## config.mk

```make
export PLATFORM = sky130hd
export DESIGN_NAME = ast_ctrl_flat
export DESIGN_NICKNAME = d
export VERILOG_FILES = /design/src/rtl/ast_ctrl_pkg.sv /design/src/rtl/ast_ctrl_if.sv /design/src/rtl/ast_ctrl_sync.sv /design/src/rtl/ast_ctrl.sv /design/src/flat_wrapper.sv
export SDC_FILE = /design/constraint.sdc
export NUM_CORES = 1
export LEC_CHECK = 0
export CAP_MARGIN = 20
export CORE_MARGIN = 2
export CORE_UTILIZATION = 46
export CTS_BUF_LIST = sky130_fd_sc_hd__clkbuf_8
export DETAILED_ROUTE_END_ITERATION = 10
export PLACE_DENSITY = 0.76
export SYNTH_ARGS = -nofsm -noshare
export SYNTH_HDL_FRONTEND = slang
export SYNTH_HIERARCHICAL = 1
export SYNTH_SLANG_ARGS = --single-unit
export TNS_END_PERCENT = 30
```

## constraint.sdc

```tcl
create_clock -name clk_sys -period 2.2 [get_ports clk_sys]
set_input_delay 0.44 -clock clk_sys [delete_from_list [all_inputs] [get_ports clk_sys]]
set_output_delay 0.44 -clock clk_sys [all_outputs]
set_load 0.05 [all_outputs]
```

## src/rtl/ast_ctrl_pkg.sv

```systemverilog
// Shared definitions for the ast pulse engine: command codes, FSM states and
// the layout of the stu_sensor status byte.
package ast_ctrl_pkg;

  typedef enum logic [7:0] {
    CMD_NONE  = 8'h00,
    CMD_FIRE  = 8'h01,
    CMD_ARM   = 8'h02,
    CMD_ABORT = 8'h03,
    CMD_CLR   = 8'h04
  } ast_cmd_e;

  typedef enum logic [1:0] {
    ST_IDLE,
    ST_ARMED,
    ST_PULSE,
    ST_HOLDOFF
  } ast_state_e;

  typedef struct packed {
    logic [3:0] fire_cnt;
    logic       overrun;
    logic       edge_seen;
    logic       busy;
    logic       sensor_sync;
  } stu_sensor_t;

  // A programmed width of zero still produces a one-tick pulse.
  function automatic logic [7:0] eff_width(input logic [7:0] w);
    return (w == 8'd0) ? 8'd1 : w;
  endfunction

endpackage

```

## src/rtl/ast_ctrl_if.sv

```systemverilog
// Register-block side of the ast pulse engine: command/config in, pulse and
// status out. The sensor pin travels with the bundle for convenience.
interface ast_ctrl_if;
  logic [7:0] cmd_ast;
  logic [7:0] cfg_pol;
  logic [7:0] cfg_width;
  logic       sensor_in;
  logic       ast_out;
  logic       busy;
  logic [7:0] stu_sensor;

  modport master (
    output cmd_ast, cfg_pol, cfg_width, sensor_in,
    input  ast_out, busy, stu_sensor
  );

  modport slave (
    input  cmd_ast, cfg_pol, cfg_width, sensor_in,
    output ast_out, busy, stu_sensor
  );
endinterface

```

## src/rtl/ast_ctrl_sync.sv

```systemverilog
// Sensor synchroniser: SYNC_STAGES flop chain followed by a registered
// rising-edge detector producing a one-cycle strobe.
module ast_sync #(
  parameter int unsigned SYNC_STAGES = 2
) (
  input  logic clk_sys,
  input  logic rst_n,
  input  logic sensor_in,
  output logic sensor_lvl,
  output logic sensor_rise
);

  logic [SYNC_STAGES-1:0] chain_q;
  logic                   prev_q;

  always_ff @(posedge clk_sys or negedge rst_n) begin
    if (!rst_n) begin
      chain_q     <= '0;
      prev_q      <= 1'b0;
      sensor_rise <= 1'b0;
    end else begin
      chain_q     <= {chain_q[SYNC_STAGES-2:0], sensor_in};
      prev_q      <= chain_q[SYNC_STAGES-1];
      sensor_rise <= chain_q[SYNC_STAGES-1] & ~prev_q;
    end
  end

  assign sensor_lvl = chain_q[SYNC_STAGES-1];

endmodule

```

## src/rtl/ast_ctrl.sv

```systemverilog
// ast pulse engine: fires a timed pulse on FIRE or an armed sensor edge,
// enforces holdoff afterwards and reports sticky status for readback.
module ast_ctrl
  import ast_ctrl_pkg::*;
#(
  parameter int unsigned TICK_DIV    = 50,
  parameter int unsigned HOLDOFF     = 4,
  parameter int unsigned SYNC_STAGES = 2
) (
  input logic        clk_sys,
  input logic        rst_n,
  ast_ctrl_if.slave  bus
);

  localparam int unsigned PW = (TICK_DIV > 1) ? $clog2(TICK_DIV) : 1;
  localparam int unsigned HW = $clog2(HOLDOFF + 1);
  localparam int unsigned CW = (HW > 8) ? HW : 8;

  ast_state_e    state_q, state_d;
  logic [PW-1:0] presc_q;
  logic [CW-1:0] cnt_q;
  logic          pol_q, pol_d, ast_q, ast_d, busy_q, busy_d;
  logic [3:0]    fire_cnt_q;
  logic          overrun_q, edge_seen_q;
  logic          sensor_lvl, sensor_rise;
  logic          is_fire, is_arm, is_abort, is_clr;
  logic          busy_st, tick, last_tick, entering, pulse_entry, ovr_set;
  logic          unused_pol_bits;
  stu_sensor_t   stu;

  ast_sync #(.SYNC_STAGES(SYNC_STAGES)) u_sync (
    .clk_sys     (clk_sys),
    .rst_n       (rst_n),
    .sensor_in   (bus.sensor_in),
    .sensor_lvl  (sensor_lvl),
    .sensor_rise (sensor_rise)
  );

  assign is_fire         = (bus.cmd_ast == CMD_FIRE);
  assign is_arm          = (bus.cmd_ast == CMD_ARM);
  assign is_abort        = (bus.cmd_ast == CMD_ABORT);
  assign is_clr          = (bus.cmd_ast == CMD_CLR);
  assign unused_pol_bits = ^bus.cfg_pol[7:1];

  assign busy_st   = (state_q == ST_PULSE) || (state_q == ST_HOLDOFF);
  assign tick      = busy_st && (presc_q == PW'(TICK_DIV - 1));
  assign last_tick = tick && (cnt_q == CW'(1));
  assign ovr_set   = busy_st && (is_fire || is_arm);

  always_ff @(posedge clk_sys or negedge rst_n) begin
    if (!rst_n) state_q <= ST_IDLE;
    else        state_q <= state_d;
  end

  always_comb begin
    state_d = state_q;
    unique case (state_q)
      ST_IDLE: begin
        if (is_fire)     state_d = ST_PULSE;
        else if (is_arm) state_d = ST_ARMED;
      end
      ST_ARMED: begin
        if (is_abort)                    state_d = ST_IDLE;
        else if (sensor_rise || is_fire) state_d = ST_PULSE;
      end
      ST_PULSE: begin
        if (is_abort)       state_d = ST_IDLE;
        else if (last_tick) state_d = ST_HOLDOFF;
      end
      ST_HOLDOFF: begin
        if (is_abort || last_tick) state_d = ST_IDLE;
      end
      default: state_d = ST_IDLE;
    endcase
  end

  // Outputs are computed from the next state so the pin moves on the same
  // edge that accepts the command; polarity freezes while busy.
  always_comb begin
    pol_d       = busy_st ? pol_q : bus.cfg_pol[0];
    ast_d       = (state_d == ST_PULSE) ? pol_d : ~pol_d;
    busy_d      = (state_d == ST_PULSE) || (state_d == ST_HOLDOFF);
    entering    = (state_d != state_q);
    pulse_entry = entering && (state_d == ST_PULSE);
  end

  always_ff @(posedge clk_sys or negedge rst_n) begin
    if (!rst_n) begin
      presc_q     <= '0;
      cnt_q       <= '0;
      pol_q       <= 1'b1;
      ast_q       <= 1'b0;
      busy_q      <= 1'b0;
      fire_cnt_q  <= '0;
      overrun_q   <= 1'b0;
      edge_seen_q <= 1'b0;
    end else begin
      pol_q  <= pol_d;
      ast_q  <= ast_d;
      busy_q <= busy_d;
      if (entering) begin
        presc_q <= '0;
        cnt_q   <= (state_d == ST_PULSE) ? CW'(eff_width(bus.cfg_width)) : CW'(HOLDOFF);
      end else if (tick) begin
        presc_q <= '0;
        cnt_q   <= cnt_q - CW'(1);
      end else if (busy_st) begin
        presc_q <= presc_q + PW'(1);
      end
      // Setting events win over a CLR arriving in the same cycle.
      fire_cnt_q  <= (is_clr ? 4'd0 : fire_cnt_q) + {3'd0, pulse_entry};
      overrun_q   <= ovr_set | (overrun_q & ~is_clr);
      edge_seen_q <= sensor_rise | (edge_seen_q & ~is_clr);
    end
  end

  always_comb begin
    stu.fire_cnt    = fire_cnt_q;
    stu.overrun     = overrun_q;
    stu.edge_seen   = edge_seen_q;
    stu.busy        = busy_q;
    stu.sensor_sync = sensor_lvl;
  end

  assign bus.ast_out    = ast_q;
  assign bus.busy       = busy_q;
  assign bus.stu_sensor = stu;

endmodule

```

## src/flat_wrapper.sv

```systemverilog
// flat-port wrapper written by rule: the top's interface ports become plain ports
module ast_ctrl_flat import ast_ctrl_pkg::*;
#(
  parameter int unsigned TICK_DIV    = 50,
  parameter int unsigned HOLDOFF     = 4,
  parameter int unsigned SYNC_STAGES = 2
)
  (clk_sys, rst_n, bus_cmd_ast, bus_cfg_pol, bus_cfg_width, bus_sensor_in, bus_ast_out, bus_busy, bus_stu_sensor);
  ast_ctrl_if bus_i ();
  input logic clk_sys;
  input logic rst_n;
  input wire logic [$bits(bus_i.cmd_ast)-1:0] bus_cmd_ast;
  input wire logic [$bits(bus_i.cfg_pol)-1:0] bus_cfg_pol;
  input wire logic [$bits(bus_i.cfg_width)-1:0] bus_cfg_width;
  input wire logic [$bits(bus_i.sensor_in)-1:0] bus_sensor_in;
  output wire logic [$bits(bus_i.ast_out)-1:0] bus_ast_out;
  output wire logic [$bits(bus_i.busy)-1:0] bus_busy;
  output wire logic [$bits(bus_i.stu_sensor)-1:0] bus_stu_sensor;
  assign bus_i.cmd_ast = bus_cmd_ast;
  assign bus_i.cfg_pol = bus_cfg_pol;
  assign bus_i.cfg_width = bus_cfg_width;
  assign bus_i.sensor_in = bus_sensor_in;
  assign bus_ast_out = bus_i.ast_out;
  assign bus_busy = bus_i.busy;
  assign bus_stu_sensor = bus_i.stu_sensor;
  ast_ctrl #(.TICK_DIV(TICK_DIV), .HOLDOFF(HOLDOFF), .SYNC_STAGES(SYNC_STAGES)) u_core (.clk_sys(clk_sys), .rst_n(rst_n), .bus(bus_i));
endmodule
```

# Word level (Yosys, flattened, before mapping)
# Index checks and enable logic that the tools add are counted.
# classes
shifts	0
reduce_logical	13
n_mul	0
add_sub_neg	3
n_lt_le_gt_ge	0
n_div	0
bitwise	8
n_mux	18
eq_ne	12
# op_table
cell	count
8-bit 2-to-1 mux	4
6-bit 2-to-1 mux	3
8-bit by 1-bit == test with 1-bit output, second input constant	2
8-bit by 2-bit == test with 1-bit output, second input constant	2
2-bit 2-to-1 mux	7
2-bit == test, second input constant	4
8-bit by 3-bit == test with 1-bit output, second input constant	1
8-bit logical NOT	1
2-bit case mux with 4 select lines	1
8-bit by 1-bit subtractor with 8-bit output, second input constant	1
6-bit by 1-bit adder with 6-bit output, second input constant	1
6-bit == test, second input constant	1
1-bit logical OR	5
4-bit by 1-bit adder with 4-bit output	1
1-bit logical AND	4
4-bit 2-to-1 mux	1
1-bit AND	3
1-bit NOT	3
3-bit nonzero test	1
2-bit by 1-bit == test with 1-bit output, second input constant	1
2-bit logical NOT	1
1-bit 2-to-1 mux	2
2-bit inequality test	1
1-bit bitwise OR	2
2-bit nonzero test	1
# word_totals
mem_bits_rw	0
latch_bits	0
register_bits	29
memories	0
romBits	0

# Longest topological paths before layout
# Gate-level depths: netlist (run 1).
# logic_depth
word_depth	10
ltp_mapped	12
ltp_nobuf	11

# Hierarchy
# Netlist (run 1), hierarchy kept.
# by_module_without_submodules
mod	area_per_inst_um2	cells_per_inst	seq_area_each_um2	instances
ast_ctrl	1477.7	149	601.8	1
ast_sync	113.9	5	100.1	1

# Worst setup path before layout (run 1)
# No wires, ideal clock.
# synth_timing
kind	reg-to-reg
start	register, netlist name u_core/bus.busy
end	register u_core.fire_cnt_q[3]
t_arrival_ps	2288
synth_period_minus_slack_ps	2366
n_path_buf	1
stages_incl_launch_ff	11
setup_time_ps	78
setup_slack_ps	-166
required_time_ps	2122
path_cell_list	dfrtp_1 nand4b_1 nor2_1 and4b_1 o21bai_1 buf_6 nor2_1 ha_1 nand3_1 xor2_1 a21oi_1
# synth_lines
element	line	rtl
end signal: assignment	ast_ctrl.sv:111	fire_cnt_q <= (is_clr ? 4'd0 : fire_cnt_q) + {3'd0, pulse_entry};
end: declaration	ast_ctrl.sv:23	logic [3:0] fire_cnt_q;

# Worst setup path in the final report (run 1)
# layout_timing
start	register u_core.cnt_q[4]
end	register u_core.fire_cnt_q[2]
# layout_between
elab_chain_len	8
# layout_rtl
element	line	rtl
start: declaration	ast_ctrl.sv:21	logic [CW-1:0] cnt_q;
start signal: assignment	ast_ctrl.sv:103	cnt_q <= (state_d == ST_PULSE) ? CW'(eff_width(bus.cfg_width)) : CW'(HOLDOFF);
start signal: assignment	ast_ctrl.sv:106	cnt_q <= cnt_q - CW'(1);
8-bit by 1-bit == test with 1-bit output *	ast_ctrl.sv:47	assign last_tick = tick && (cnt_q == CW'(1));
1-bit logical AND *	ast_ctrl.sv:47	
2-bit 2-to-1 mux / 1-bit logical OR (equally long branches)	ast_ctrl.sv:68, ast_ctrl.sv:71	
2-bit 2-to-1 mux (on tied branches)	ast_ctrl.sv:67, ast_ctrl.sv:71	
2-bit case mux with 4 select lines *	ast_ctrl.sv:57	unique case (state_q)
2-bit inequality test / 2-bit == test (equally long branches)	ast_ctrl.sv:83, ast_ctrl.sv:84	
1-bit logical AND *	ast_ctrl.sv:84	pulse_entry = entering && (state_d == ST_PULSE);
4-bit by 1-bit adder with 4-bit output *	ast_ctrl.sv:111	
# Every way passes the cells marked *; elsewhere a longest branch is shown, timed or not.
# A chain may end at the register's enable or synchronous reset.

==> results of run 1 <==
-- sequential cells by signal, summed over array words and instances, names as in the netlist --
register / flops
u_core/cnt_q: 8
u_core/presc_q: 6
u_core/fire_cnt_q: 4
u_core/u_sync/chain_q: 2
u_core/bus.ast_out: 1
u_core/bus.busy: 1
u_core/edge_seen_q: 1
u_core/overrun_q: 1
u_core/pol_q: 1
u_core/state_q: 1
u_core/u_sync/prev_q: 1
u_core/u_sync/sensor_rise: 1
-- per-layer routing --
metal | vias to the layer above | part of all wire [%]
met5 | - | 0
met4 | 0 | 0.53
li1 | 649 | -
met3 | 2 | 2.9
met2 | 17 | 53
met1 | 652 | 44
-- cell type report --
cell class	count	area, µm²
Sequential cell	28	703.2
Timing Repair Buffer	56	488.0
Clock buffer	4	55.05
Multi-Input combinational cell	114	855.8
Fill cell	271	1159
Tap cell	46	57.56
Inverter	5	18.77
-- cells in the final DEF, fill, tap and decap left out, types with 4 or more instances in the layout --
cell type | netlist | final
a21oi_1 | 8 | 8
buf_4 | 4 | 27
clkbuf_8 | 0 | 4
clkdlybuf4s50_1 | 0 | 25
dfrtp_1 | 27 | 26
dlygate4sd2_1 | 0 | 4
ha_1 | 6 | 4
inv_1 | 5 | 4
mux2i_1 | 7 | 7
nand2_1 | 12 | 12
nand2b_1 | 4 | 4
nand3_1 | 5 | 4
nor2_1 | 11 | 10
nor3_1 | 4 | 4
o21ai_0 | 6 | 6
xnor2_1 | 5 | 5
xor2_1 | 7 | 7
-- per-stage QoR --
step | area (µm²) | TNS [ns] | util (%) | power [mW]
floorplan | 1603 | -0.02075 | - | 1.251
global placement | 2036 | -2.292 | 61.00 | 1.452
detailed placement | 2036 | -2.909 | 61.00 | 1.504
CTS | 2120 | 0 | 63.52 | 1.837
global route | 2178 | -0.1598 | 65.28 | 2.010
finish | 2178 | 0 | 65.28 | 1.862
-- cells by family (layout without fill, tap and decap cells) --
group,count (synthesis),in the layout,share of synthesized area (%)
buffers and inverters,12,65,4.324
AOI/OAI and AO/OA,25,25,10.14
DFF,28,28,44.10
muxes,9,9,6.053
xor gates and xnor gates,12,12,6.604
and+or+nand+nor,62,62,24.06
adders and majority gates,6,6,4.717
-- power breakdown --
part,leakage [nW],internal [mW],switching (mW)
sequential,0.329,0.680,0.144
combinational,0.613,0.365,0.357
clock,0.0288,0.160,0.156
-- repair_timing --
action | 4_1_cts | 5_1_grt
setup buffers | 3 | 6
endpoints found under the setup margin | 3 | 4
hold endpoints to repair | 0 | 0
resized for setup | 6 | 5
pin swaps | 2 | 11
hold buffers | 0 | 0
-- final timing paths --
check | from | endpoint | slack, ns | cells after the start
max in group asynchronous | rst_n | u_core/pol_q | 1.35 | 2
hold reg to reg | u_core/u_sync/chain_q[0] | u_core/u_sync/chain_q[1] | 0.37 | 0
hold / removal | u_core/u_sync/chain_q[0] | u_core/u_sync/chain_q[1] | 0.37 | 0
min in group asynchronous | rst_n | u_core/overrun_q | 0.54 | 2
setup reg to reg | u_core/cnt_q[4] | u_core/fire_cnt_q[2] | 0.06 | 8
setup / recovery | u_core/cnt_q[4] | u_core/fire_cnt_q[2] | 0.06 | 8
==> flow_summary_export.csv, run 1 <==
group,metric,value,unit
sta,tightest_slew,0.4975,ns
clock_network,clock_latency,0.27,ns
placement,dp_hpwl,2597,µm
global_routing,grt_pass1_vias,1365,
floorplanning,initial_core_util,47.69,%
cells_and_area,areaGrowthSynthToFinish,36.87,%
run_status,outcome,"completed",
floorplanning,die_area,3946,µm²
global_routing,grt_pass1_wl,6223,µm
global_routing,use_met1,24.25,%
setup_path,cp_num_buf_inv,1,
floorplanning,rows,21,
sta,worst_hold_slack,0.3692,ns
drt,viasPerCell,5.217,
sta,slew_viol_final,0,
clock_network,cts_buffers,3,
global_routing,grt_use_total,19.75,%
clock_network,cts_max_path_buffers,2,
cells_and_area,diodes,0,
floorplanning,die_w,62.82,µm
drt,num_vias,1320,
sta,hold_violations,0,
sta,fin_crit,2.139,ns
floorplanning,io_pins,37,
drt,drt-total-wl,3560,µm
setup_path,crit_slowest_cell,"or4_4",
worst_hold_path,holdCritPathClass,"reg2reg",
synth,synth-edff-count,0,
clock_network,cts.clk_slew.worst_paths,0.09,ns
power,cellPowerDensity,855.0,nW/µm²
sta,setup_viol,0,
synth,synth_top_area_share,42.45,%
synth,syn_area,1592,µm²
synth,yosysUniqueCellTypes,47,
synth,ys.flop_type,"dfrtp_1",
setup_path,cp.required,2.36,ns
floorplanning,core,3337,µm²
synth,synthTopCellsByArea,"dfrtp_1 (42%), ha_1 (4.7%), mux2i_1 (4.4%)",
drt,drc_errors,0,
sta,fmax,467.5,MHz
synth,netlist_instances,154,
clock_network,clock-sinks,28,
synth,async_flop_share,100.0,%
clock_network,cts_tree,"built",
synth,synth_top_area_cell,"dfrtp_1",
setup_path,slowest_delay,0.58,ns
synth,synth_seq_area_share,44.10,%
sta,slew_headroom,66.73,%
cells_and_area,fin_cells,253,
global_routing,grt_overflow_total,0,
cells_and_area,nets,241,
global_routing,use_met3,3.423,%
synth,postSynthAreaPerCell,10.33,µm²
drt,dr.pass1.iters,4,
synth,ys_warn_count,6,
clock_network,root_buffer,"clkbuf_8",
placement,placed_cells,240,
flow_run,cap_violations,0,
setup_path,worstSetupPathType,"reg2reg",
floorplanning,die_y,62.82,µm
placement,place.gp.congestion,0.7927,
synth,ys_seq_elements,28,
power,vdd_drop_max,501.0,µV
synth,synth_fp_nets,187,
global_routing,use_met2,35.22,%
cells_and_area,drive_gt1_share,24.64,%
global_routing,antenna_found_initial,0,
placement,io_buffers,29,
power,leakage,0.9707,nW
setup_path,arrival,2.30,ns
global_routing,grt_max_degree,29,
sta,finalCritPeriodShare,97.24,%
sta,worst_clock_skew,0.003863,ns
global_routing,busiest_layer,"met2",
sta,layout_setup_ws,0.06080,ns
drt,drtAntennaViolNets,0,
setup_path,critPathTopFamily,"simple AND/OR/NAND/NOR gates",
clock_network,htreeDepth,1,
sta,rsz0062_at_grt,"yes",
setup_path,worstPathCellList,"or4_4, buf_4, nor4_4, a2111o_1, nor2_2, ha_2, ha_1, xnor2_1",
setup_path,crit_path_max_fanout,3,
synth,synth_most_common_cell,"dfrtp_1",
drt,wl_per_cell,14.07,µm
drt,drtIter0Drc,78,
setup_path,cp-end-kind,"flip-flop",
setup_path,startpoint_type,"flip-flop",
placement,post-place-ws,-0.4598,ns
synth,synthTopCellsByCount,"dfrtp_1 (27), nand2_1 (12), nor2_1 (11)",
(Power assumes the default switching activity.)
==> run 2, diff against run 1 <==
--- a/config.mk
+++ b/config.mk
@@ -10,7 +10,10 @@
 export CORE_UTILIZATION = 46
 export CTS_BUF_LIST = sky130_fd_sc_hd__clkbuf_8
 export DETAILED_ROUTE_END_ITERATION = 10
+export GPL_ROUTABILITY_DRIVEN = 0
 export PLACE_DENSITY = 0.76
+export RECOVER_POWER = 50
+export SLEW_MARGIN = 20
 export SYNTH_ARGS = -nofsm -noshare
 export SYNTH_HDL_FRONTEND = slang
 export SYNTH_HIERARCHICAL = 1
==> run 2 against run 1 <==
  * Sequential share of layout area increased by 0.15 points
  * Combinational power about the same
  * Setup slack got worse by 0.0017 ns
  * Largest cell class unchanged
  * Largest power group unchanged
  * Highest routed layer unchanged
==> flow_summary_export.csv, run 2 (synthesis gave the netlist of run 1 again) <==
group,metric,value,unit
run_status,outcome,"completed",
drt,dr.pass1.iters,4,
clock_network,clock_latency,0.27,ns
sta,setup_viol,0,
placement,io_buffers,29,
power,leakage,0.9655,nW
setup_path,crit_path_max_fanout,3,
placement,post-place-ws,-0.4598,ns
floorplanning,die_y,62.82,µm
sta,worst_clock_skew,0.003857,ns
floorplanning,die_area,3946,µm²
global_routing,grt_use_total,19.75,%
clock_network,clock-sinks,28,
power,vdd_drop_max,501.2,µV
clock_network,cts_tree,"built",
floorplanning,core,3337,µm²
sta,worst_hold_slack,0.3692,ns
worst_hold_path,hold_depth,0,
global_routing,antenna_found_initial,0,
drt,drtIter0Drc,78,
setup_path,arrival,2.30,ns
drt,num_vias,1321,
power,cellPowerDensity,857.8,nW/µm²
cells_and_area,drive_gt1_share,24.15,%
global_routing,grt_overflow_total,0,
drt,drt-total-wl,3558,µm
global_routing,grt_pass1_vias,1365,
sta,fmax,467.1,MHz
clock_network,postCtsHoldBufs,0,
cells_and_area,reg_top3,"u_core/cnt_q: 8 flops, u_core/presc_q: 6 flops, u_core/fire_cnt_q: 4 flops",
worst_hold_path,holdCritPathClass,"reg2reg",
cells_and_area,fill_cells,273,
setup_path,worstSetupPathType,"reg2reg",
clock_network,cts_max_path_buffers,2,
drt,drc_errors,0,
floorplanning,die_w,62.82,µm
sta,tightest_slew,0.7073,ns
drt,viasPerCell,5.221,
global_routing,grt_max_degree,29,
sta,slew_viol_final,0,
sta,rsz0062_at_grt,"yes",
setup_path,cp-end-kind,"flip-flop",
cells_and_area,diodes,0,
global_routing,grt_pass1_wl,6223,µm
sta,finalCritPeriodShare,97.31,%
clock_network,cts_buffers,3,
cells_and_area,areaGrowthSynthToFinish,36.24,%
flow_run,cap_violations,0,
drt,wl_per_cell,14.06,µm
drt,drtAntennaViolNets,0,
cells_and_area,nets,241,
sta,fin_crit,2.141,ns
clock_network,cts.clk_slew.worst_paths,0.09,ns
clock_network,root_buffer,"clkbuf_8",
floorplanning,io_pins,37,
floorplanning,rows,21,
setup_path,rr_worst_depth,8,
placement,dp_hpwl,2597,µm
setup_path,startpoint_type,"flip-flop",
cells_and_area,largest_reg_flops,8,
sta,hold_violations,0,
power,report.power.total,1.860,mW
floorplanning,initial_core_util,47.69,%
clock_network,htreeDepth,1,
cells_and_area,largest_register,"u_core/cnt_q",
sta,layout_setup_ws,0.05907,ns
cells_and_area,most-common-layout-cells,"dfrtp_1 (26), buf_4 (26), clkdlybuf4s50_1 (23)",
sta,fin_tns_setup,0,ns
sta,slew_headroom,52.85,%
setup_path,cp.required,2.36,ns
-- run 2: timing repair --
action                     4_1_cts  5_1_grt
setup buffers                    3        6
cloned                           0        0
pin swaps                        2       11
setup endpoints to repair        3        4
gates resized for setup          6        5
-- run 2: power breakdown --
group          switching, mW  total [mW]  internal (mW)  leakage (nW)
logic                  0.357       0.720          0.363         0.608
clock network          0.156       0.316          0.160        0.0288
registers              0.144       0.824          0.680         0.329
-- run 2: layer usage --
layer,part of all wire (%),global-route usage [%]
met4,0.53,6.111
met1,44,24.25
met2,53,35.22
met5,0,0
met3,2.7,3.423
-- run 2: stage by stage --
step	area (µm²)	instances	utilization, %
floorplan	1603	154	-
global placement	2036	240	61.00
detailed placement	2036	240	61.00
CTS	2120	247	63.52
global route	2168	253	64.98
finish	2168	253	64.98
-- run 2: path summary, 6_finish.rpt --
kind,startpoint,endpoint,slack [ns]
worst min-delay path,u_core/u_sync/chain_q[0],u_core/u_sync/chain_q[1],0.37
worst min register to register,u_core/u_sync/chain_q[0],u_core/u_sync/chain_q[1],0.37
worst max-delay path,u_core/cnt_q[4],u_core/fire_cnt_q[2],0.06
worst max register to register,u_core/cnt_q[4],u_core/fire_cnt_q[2],0.06
min in group asynchronous,rst_n,u_core/presc_q[1],0.73
max in group asynchronous,rst_n,u_core/bus.busy,0.97
-- run 2: final cells by class --
type / instances / area, µm² / share of cell area [%]
Clock buffer: 4 / 55.05 / 2.539
Inverter: 5 / 18.77 / 0.8656
Multi-Input combinational cell: 114 / 848.3 / 39.12
Sequential cell: 28 / 703.2 / 32.43
Tap cell: 46 / 57.56 / 2.654
Timing Repair Buffer: 56 / 485.5 / 22.39
-- run 2: worst max-delay path: stages, from the launching register on --
cell	delay, ns
dfrtp_1	0.39
or4_4	0.58
buf_4	0.17
nor4_4	0.18
a2111o_1	0.18
nor2_2	0.04
ha_2	0.19
ha_1	0.19
xnor2_1	0.12
